<file path="config.mk">
export PLATFORM = sky130hd
export DESIGN_NAME = display_scheduler
export DESIGN_NICKNAME = d
export VERILOG_FILES = /design/src/rtl/display_scheduler.sv
export SDC_FILE = /design/constraint.sdc
export NUM_CORES = 1
export LEC_CHECK = 0
export CORE_MARGIN = 4
export CORE_UTILIZATION = 45
export CTS_CLUSTER_DIAMETER = 120
export DETAILED_ROUTE_END_ITERATION = 10
export SYNTH_ARGS = -nofsm -noshare
export SYNTH_HDL_FRONTEND = slang
export SYNTH_SLANG_ARGS = --single-unit
</file>
<file path="constraint.sdc">
create_clock -name clk -period 5.3 [get_ports clk]
set_input_delay 0.795 -clock clk [delete_from_list [all_inputs] [get_ports clk]]
set_output_delay 0.795 -clock clk [all_outputs]
set_load 0.03 [all_outputs]
</file>
<file path="src/rtl/display_scheduler.sv">
`default_nettype none
// ============================================================================
//  Module   : display_scheduler
//  Purpose  : Time-multiplexes the 4-digit seven-segment display among five
//             game sources (bet, player, split, dealer, coin). Active
//             requesters are served round-robin. Each page is held for DWELL
//             unfrozen cycles, and the source value is snapshotted at page
//             entry and converted to glyph codes.
//  Ports    : clk, reset (async, active-high)
//             req[4:0]   level requests: 0 bet, 1 player, 2 split, 3 dealer,
//                        4 coin
//             freeze     holds the dwell counter while high (SHOW only)
//             bet, player_score/card, split_score/card, dealer_score, coin
//                        source values
//             d3..d0     registered glyph codes, d3 leftmost
//             page       shown source index, 7 when idle
//             page_start one-cycle pulse on the first cycle of each page
//  Revision : 1.0  initial release
// ============================================================================
module display_scheduler #(
    parameter int unsigned DWELL = 100_000_000
) (
    input  logic       clk,
    input  logic       reset,
    input  logic [4:0] req,
    input  logic       freeze,
    input  logic [3:0] bet,
    input  logic [5:0] player_score,
    input  logic [5:0] player_card,
    input  logic [5:0] split_score,
    input  logic [5:0] split_card,
    input  logic [5:0] dealer_score,
    input  logic [4:0] coin,
    output logic [3:0] d3,
    output logic [3:0] d2,
    output logic [3:0] d1,
    output logic [3:0] d0,
    output logic [2:0] page,
    output logic       page_start
);

    localparam int unsigned   c_cnt_w    = (DWELL > 1) ? $clog2(DWELL) : 1;
    localparam logic [c_cnt_w-1:0] c_cnt_last = c_cnt_w'(DWELL - 1);

    localparam logic [3:0] c_g_b     = 4'hA;
    localparam logic [3:0] c_g_d     = 4'hB;
    localparam logic [3:0] c_g_a     = 4'hC;
    localparam logic [3:0] c_g_blank = 4'hD;
    localparam logic [2:0] c_no_page = 3'd7;

    // ARM is the one-cycle gap between seeing a request in IDLE and showing
    // the page; the selection is captured on entry to ARM.
    localparam logic [1:0] c_st_idle = 2'd0;
    localparam logic [1:0] c_st_arm  = 2'd1;
    localparam logic [1:0] c_st_show = 2'd2;

    logic [1:0]         r_state;
    logic [c_cnt_w-1:0] r_cnt;
    logic [2:0]         r_ptr;
    logic [2:0]         r_sel;

    logic [2:0]  w_start;
    logic [3:0]  w_idx;
    logic        w_found;
    logic [2:0]  w_sel;
    logic        w_load;
    logic [2:0]  w_load_idx;
    logic [15:0] w_glyph;

    // Two-digit field by repeated subtraction (v <= 63 so six steps suffice);
    // tens digit blanks below 10.
    function automatic logic [7:0] f_field(input logic [5:0] v);
        logic [5:0] rem;
        logic [3:0] tens;
        rem  = v;
        tens = 4'd0;
        for (int i = 0; i < 6; i++) begin
            if (rem >= 6'd10) begin
                rem  = rem - 6'd10;
                tens = tens + 4'd1;
            end
        end
        return {((v < 6'd10) ? c_g_blank : tens), rem[3:0]};
    endfunction

    // Round-robin search starting just after the last shown index.
    always_comb begin
        w_start = (r_ptr >= 3'd4) ? 3'd0 : r_ptr + 3'd1;
        w_found = 1'b0;
        w_sel   = 3'd0;
        w_idx   = 4'd0;
        for (int i = 0; i < 5; i++) begin
            w_idx = {1'b0, w_start} + 4'(i);
            if (w_idx >= 4'd5) begin
                w_idx = w_idx - 4'd5;
            end
            if (!w_found && req[w_idx[2:0]]) begin
                w_found = 1'b1;
                w_sel   = w_idx[2:0];
            end
        end
    end

    assign w_load = (r_state == c_st_arm) ||
                    ((r_state == c_st_show) && !freeze &&
                     (r_cnt == c_cnt_last) && w_found);

    assign w_load_idx = (r_state == c_st_arm) ? r_sel : w_sel;

    always_comb begin
        w_glyph = {4{c_g_blank}};
        case (w_load_idx)
            3'd0:    w_glyph = {c_g_b, c_g_blank, f_field({2'b00, bet})};
            3'd1:    w_glyph = {f_field(player_card), f_field(player_score)};
            3'd2:    w_glyph = {f_field(split_card), f_field(split_score)};
            3'd3:    w_glyph = {c_g_d, c_g_blank, f_field(dealer_score)};
            3'd4:    w_glyph = {c_g_a, c_g_blank, f_field({1'b0, coin})};
            default: w_glyph = {4{c_g_blank}};
        endcase
    end

    always_ff @(posedge clk or posedge reset) begin
        if (reset) begin
            r_state        <= c_st_idle;
            r_cnt          <= '0;
            r_ptr          <= 3'd4;
            r_sel          <= 3'd0;
            page           <= c_no_page;
            page_start     <= 1'b0;
            {d3, d2, d1, d0} <= {4{c_g_blank}};
        end else begin
            page_start <= 1'b0;
            if (w_load) begin
                // Snapshot the source at page entry; later source changes
                // are not reflected until the next load.
                r_state          <= c_st_show;
                r_cnt            <= '0;
                r_ptr            <= w_load_idx;
                page             <= w_load_idx;
                page_start       <= 1'b1;
                {d3, d2, d1, d0} <= w_glyph;
            end else begin
                case (r_state)
                    c_st_idle: begin
                        if (|req) begin
                            r_sel   <= w_sel;
                            r_state <= c_st_arm;
                        end
                    end
                    c_st_show: begin
                        if (!freeze) begin
                            if (r_cnt == c_cnt_last) begin
                                // Dwell expired with nobody requesting.
                                r_state          <= c_st_idle;
                                r_cnt            <= '0;
                                page             <= c_no_page;
                                {d3, d2, d1, d0} <= {4{c_g_blank}};
                            end else begin
                                r_cnt <= r_cnt + 1'b1;
                            end
                        end
                    end
                    default: r_state <= c_st_idle;
                endcase
            end
        end
    end

endmodule
`default_nettype wire

</file>
---- After elaboration in Yosys (flattened, before gate mapping) ----
Cells that the tools add are included.
Widths: inputs -> output; s select.
cells by class
  muxes and demuxes ....................... 210
  add/subtract/negate cells ............... 88
  bitwise logic cells ..................... 1
  equality and inequality tests ........... 11
  reductions and logical operators ........ 22
  $lt $le $gt $ge ......................... 60
operators by type and width
  cell                   number
  $mux 6                 70
  $mux 4                 91
  $ge 6x4->1 const B     40
  $sub 6x4->6 const B    33
  $add 4x1->4 const B    35
  $mux 27                4
  $pmux 16 s5            1
  $mux 3                 16
  $lt 6x4->1 const B     5
  $sub 4x4->4 const B    7
  $add 27x1->27 const B  1
  $eq 27x27->1 const B   1
  $lt 3x4->1 const B     5
  $mux 1                 18
  $ge 4x3->1 const B     4
  $bmux 1 s3             5
  $sub 3x3->3 const B    5
  $reduce_and 3->1       3
  $add 3x2->4 const B    2
  $mux 2                 4
  $logic_and 1x1->1      7
  $eq 3x2->1 const B     2
  $ge 3x3->1 const B     2
  $ne 3x3->1 const B     2
  24 further kinds       29
storage, ports and cells
  output and inout bits ................... 20
  register bits ........................... 55
  word-level logic and storage cells ...... 402

---- Longest topological paths before layout ----
  depth in word-level cells ............... 39
  gate-level depth with buffers ........... 43
  gate-level depth less buffers ........... 41

---- Worst setup path after synthesis ----
No wires, ideal clock.
  kind .................................... input -> register
  from .................................... in bet[1]
  to ...................................... reg d1[2]
  path slack .............................. -2.892 ns
  required time ........................... 5.217 ns
  stages on the path ...................... 40
  setup time .............................. 0.083 ns
  arrival time ............................ 8.108 ns
  path through ............................ buf_6 inv_1 ha_1 inv_1 ha_1 or2_2 buf_2 nand2_1 o21ai_0 ha_1 nor2b_1 o221ai_1 o21ai_0 a221oi_1 inv_1 ha_1 nor2_1 a211oi_1 [4 not listed] ha_1 and2b_2 a2111oi_0 a221oi_2 nor2_2 maj3_2 inv_1 ha_1 a221oi_1 o31ai_4 xor2_1 ha_1 inv_1 nor2_2 xnor2_1 a21oi_1 or4_1 o32a_1
on the way
  longest elaborated chain between the ends .. 20
ends and longest elaborated chain
  element                                           RTL line  source
  from (decl)                                       27        input logic [3:0] bet,
  $sub 4x4->5 / $ge 4x4->1 (equally long branches)  79, 78
  $mux 6 / $mux 1 (equally long branches)           78        if (rem >= 6'd10) begin
  $mux 6 / $mux 4 (equally long branches)           112       case (w_load_idx)
  $sub 6x4->6, or another cell as far along         79        rem = rem - 6'd10;
  $mux 6 / $mux 4 (equally long branches)           78
  $mux 6 / $mux 4 (equally long branches)           112
  $sub 6x4->6, or another cell as far along         79
  $mux 6 / $mux 4 (equally long branches)           78
  [4 not listed]                                    n/a
  $sub 6x4->6, or another cell as far along         79
  $mux 6 / $mux 4 (equally long branches)           78
  $mux 6 / $mux 4 (equally long branches)           112
  $ge 6x4->1 / $add 4x1->4 (equally long branches)  78, 80
  $mux 4                                            78
  $mux 4 (*)                                        83        return {((v < 6'd10) ? c_g_blank : tens), rem[3:0]};
  $pmux 16 s5 (*)                                   112
  $mux 4 (*)                                        133       if (w_load) begin
  to (signal assigned)                              130       {d3, d2, d1, d0} <= {4{c_g_blank}};
  to (signal assigned)                              141       {d3, d2, d1, d0} <= w_glyph;
  to (signal assigned)                              157       {d3, d2, d1, d0} <= {4{c_g_blank}};
  to (decl)                                         36        output logic [3:0] d1,
Mark *: on every way between the ends. The rest lies on a longest branch, timed or not. The select of a mux whose other input is x is not followed.
A chain may end at the register's enable or synchronous reset.

---- Final worst setup path ----
  from .................................... in bet[0]
  to ...................................... reg d1[2]
Same word-level chain as after synthesis.

==> summary.md <==
| Metric | Value |
|---|---|
| Cells after Synth | `1841` |
| Max Transition Viols Final | `0` |
| Hold path depth | `2` |
| Port-buffer cells | `66` |
| Crit share post-route | `1.28` |
| LEAKAGE | `between 10 and 15 nW` |
| Final setup viols | `14` |
| Area leader, netlist | `ha_1` |
| Post-synthesis sequential area ratio | `0.106` |
| Die Y | `between 150 and 200 um` |
| Ys flop type | `dfrtp_1` |
| Vias/cell | `5.57` |
| Top Usage Layer GRT | `met2` |
| Final HPWL DP | `34100 um` |
| Largest family of logic cells by synthesized area | `compound AO/OA/AOI/OAI gates` |
| Flop2flop setup slack | `between 0.1 and 0.15 ns` |
| Met1 usage | `0.344` |
| Clock root cell | `clkbuf_16` |
| Initial antenna violation count | `0` |
| Synth top area share | `0.0910` |
| All-Layer GR Usage | `0.267` |
| Post-Syn Area | `0.0132 mm^2` |
| H-tree levels | `2` |
| Most common cell after layout, fill and taps aside | `buf_4` |
| Chip width | `179 um` |
| Core Footprint | `0.0288 mm^2` |
| Crit start category | `input pin` |
| WP data arrival | `between 6 and 7 ns` |
| Hold Vio Cnt, Final | `0` |
| P&R area growth vs syn | `66.1%` |
| IO Pins | `67` |
| Achievable clock frequency | `around 150 MHz` |
| Setup CP Type | `input pin to flip-flop` |
| Max cap viols | `0` |
| Clk_skew | `between 0.002 and 0.0025 ns` |
| Initial core utilization | `0.459` |
| Slew headroom | `0.535` |
| Simple-gate portion of the synthesized area | `0.286` |
| Ys async rst share | `1.00` |
| Fin Setup TNS | `-12.78 ns` |
| WL/cell | `15.2 um` |
| Crit path time final | `6.76 ns` |
| R2R depth | `19` |
| Fraction of layout cells with a size suffix above 1 | `0.457` |
| Peak VDD IR | `0.000373 V` |
| GRT met3 Usage | `0.0173` |
| Synth Net Count | `slightly below 2000` |
| Worst-path clk slew | `approximately 0.080 ns` |
| Antenna Nets Post-Route | `0` |
| Fin area | `0.0219 mm^2` |
| Vias in the first global route | `16200` |
| R2r startpoint | `r_ptr[1]` |
| Num Clock Sinks | `55` |
| Flops & latches, synth | `55` |
| Detailed-route via count | `between 15000 and 20000` |
| GP Congestion | `a little over 0.9` |
| Clock buffer depth | `2` |
| # diodes | `0` |
| Top cells by area, synth | `ha_1 9.1%, dfrtp_1 7.4%, xnor2_1 4.9%` |
| CTS tree | `yes` |
| Failing checks | `negative setup slack` |
| Reg2reg end | `d1[2]` |
| Least-Margin Pin Slew | `0.698 ns` |
| Synth Area in Adders | `0.0919` |
| Detailed Routing Iterations Pass 1 | `5` |
| Slowest stage cell, crit path | `or4_1` |
| Post-Synth XOR/XNOR Area | `0.0770` |
| Crit. Startpoint | `bet[0]` |
| Unrepaired setup endpoints after global routing | `true` |
| Cell Area, Placed | `0.0194 mm^2` |
| Filler cells | `2123` |
| Post-synth EDFFs | `0` |
| Synth warn | `0` |
| Utilization after layout | `0.762` |
| First-pass GRT wire length | `73800 um` |
| Largest net degree at the start of global routing | `56` |
| Avg Cell Area, Syn | `7.17 um^2` |
| Drc violations | `0` |
| Core Rows | `62` |
| Final wirelength | `between 40000 and 50000 um` |
| Compound-Gate Fraction of Synth Area | `0.314` |
| Setup ws final | `-1.46 ns` |
| Die Area | `0.0321 mm^2` |
| Status | `finished, violations left` |
| Met2 Usage GRT | `0.487` |
| CP max stage delay | `0.40 ns` |
| Worst-path fanout max | `5` |
| Iter 0 DRT Violations | `987` |
| Commonest cells after routing, fill and taps aside | `745 x buf_4, 151 x nand2_1, 144 x nor2_1` |
| HP Class | `flip-flop to flip-flop` |
| Power per cell area | `503 mW/mm^2` |
| Final net count | `2764` |
| Skew-Pair Late Insertion Delay | `0.30 ns` |
| Multiplexer area fraction after synthesis | `0.0643` |
| Worst Path Required | `~5.5 ns` |
| Worst Setup EP | `d1[2]` |
| Crit end category | `flip-flop` |
| Netlist cell types | `121` |
| CTS buffer count | `5` |
| Gr ovfl total | `0` |
cell type report:
class	count	area, um^2	area share
flip-flops and latches	55	1400	0.0637
clock inverters	3	23.8	0.00108
inverters	116	480	0.0219
well taps	384	480	0.0219
repair buffers	846	6620	0.302
multi-input cells	1597	12800	0.584
clock buffers	5	125	0.00571
critical path: cells and delay by family:
family	cells	cell delay, ns
adder cells (fa/ha/maj)	5	0.92
XOR/XNOR	2	0.25
multiplexers	1	0.33
AO/OA/AOI/OAI	13	2.21
AND/OR/NAND/NOR	12	2.04
buffers and inverters	4	0.41
flip-flops by register name, summed over array words and instances, names as in the netlist, 3 cells and up:
| register | flops |
|---|---|
| d0 | 4 |
| page | 3 |
| r_sel | 3 |
| d3 | 4 |
| d2 | 4 |
| r_ptr | 3 |
| r_cnt | 27 |
| d1 | 4 |
synthesized netlist by cell type (17+ instances only):
cell type / count
buf_2: 17
and3_1: 21
nand3_1: 59
inv_1: 114
nor2_1: 158
and2_1: 27
a211oi_1: 26
dfrtp_1: 39
o22ai_1: 20
a21oi_1: 114
clkbuf_1: 44
o211ai_1: 27
nand2_1: 166
xnor2_1: 74
nor4_1: 18
nand4_1: 19
o21ai_0: 112
ha_1: 96
nor2b_1: 45
mux2i_1: 45
or2_2: 18
a31oi_1: 28
a21o_1: 17
nor3_1: 45
o21a_1: 24
xor2_1: 42
or3_1: 18
nand2b_1: 37
mux2_2: 29
kinds of logic (layout without fill, tap and decap cells):
family / count (synthesis) / count (layout)
buffers and inverters: 189 / 970
xor gates and xnor gates: 116 / 116
DFF: 55 / 55
adders and majority gates: 97 / 97
muxes: 77 / 77
and+or+nand+nor: 725 / 725
AOI/OAI and AO/OA: 582 / 582
metrics by stage:
step	power [mW]	hold WS [ns]	worst slack, ns	instances
floorplan	5.78	0.445	-2.10	1841
global placement	8.54	0.457	-2.00	2854
detailed placement	8.72	0.480	-2.30	2854
CTS	10.1	0.500	-1.38	2975
global route	11.9	0.527	-1.79	3006
finish	11.0	0.504	-1.46	3006
worst min path at each step:
stage,slack [ns],startpoint,to
6_report,0.50,r_sel[0],r_sel[0]
5_1_grt,0.53,r_sel[2],r_sel[2]
4_1_cts,0.50,r_sel[0],r_sel[0]
3_5_place_dp,0.48,r_sel[0],r_sel[0]
3_3_place_gp,0.46,r_sel[0],r_sel[0]
2_1_floorplan,0.45,r_sel[0],r_sel[0]
timing repair:
| item | CTS | global route |
|---|---|---|
| hold buffers | 0 | 0 |
| endpoints found under the hold margin | 0 | 0 |
| gates resized for setup | 278 | 96 |
| setup buffers | 114 | 36 |
| pin swaps | 123 | 84 |
| setup endpoints to repair | 14 | 14 |
where the power goes:
part | internal [mW] | switching, mW
clock | 0.178 | 0.169
combinational | 5.08 | 4.87
sequential | 0.586 | 0.134
per-layer routing:
metal	wire, um	part of all wire
met5	0	0
met2	22700	0.50
met4	962	0.021
met1	20300	0.44
met3	1620	0.036
Power figures use the tool's default switching activity.
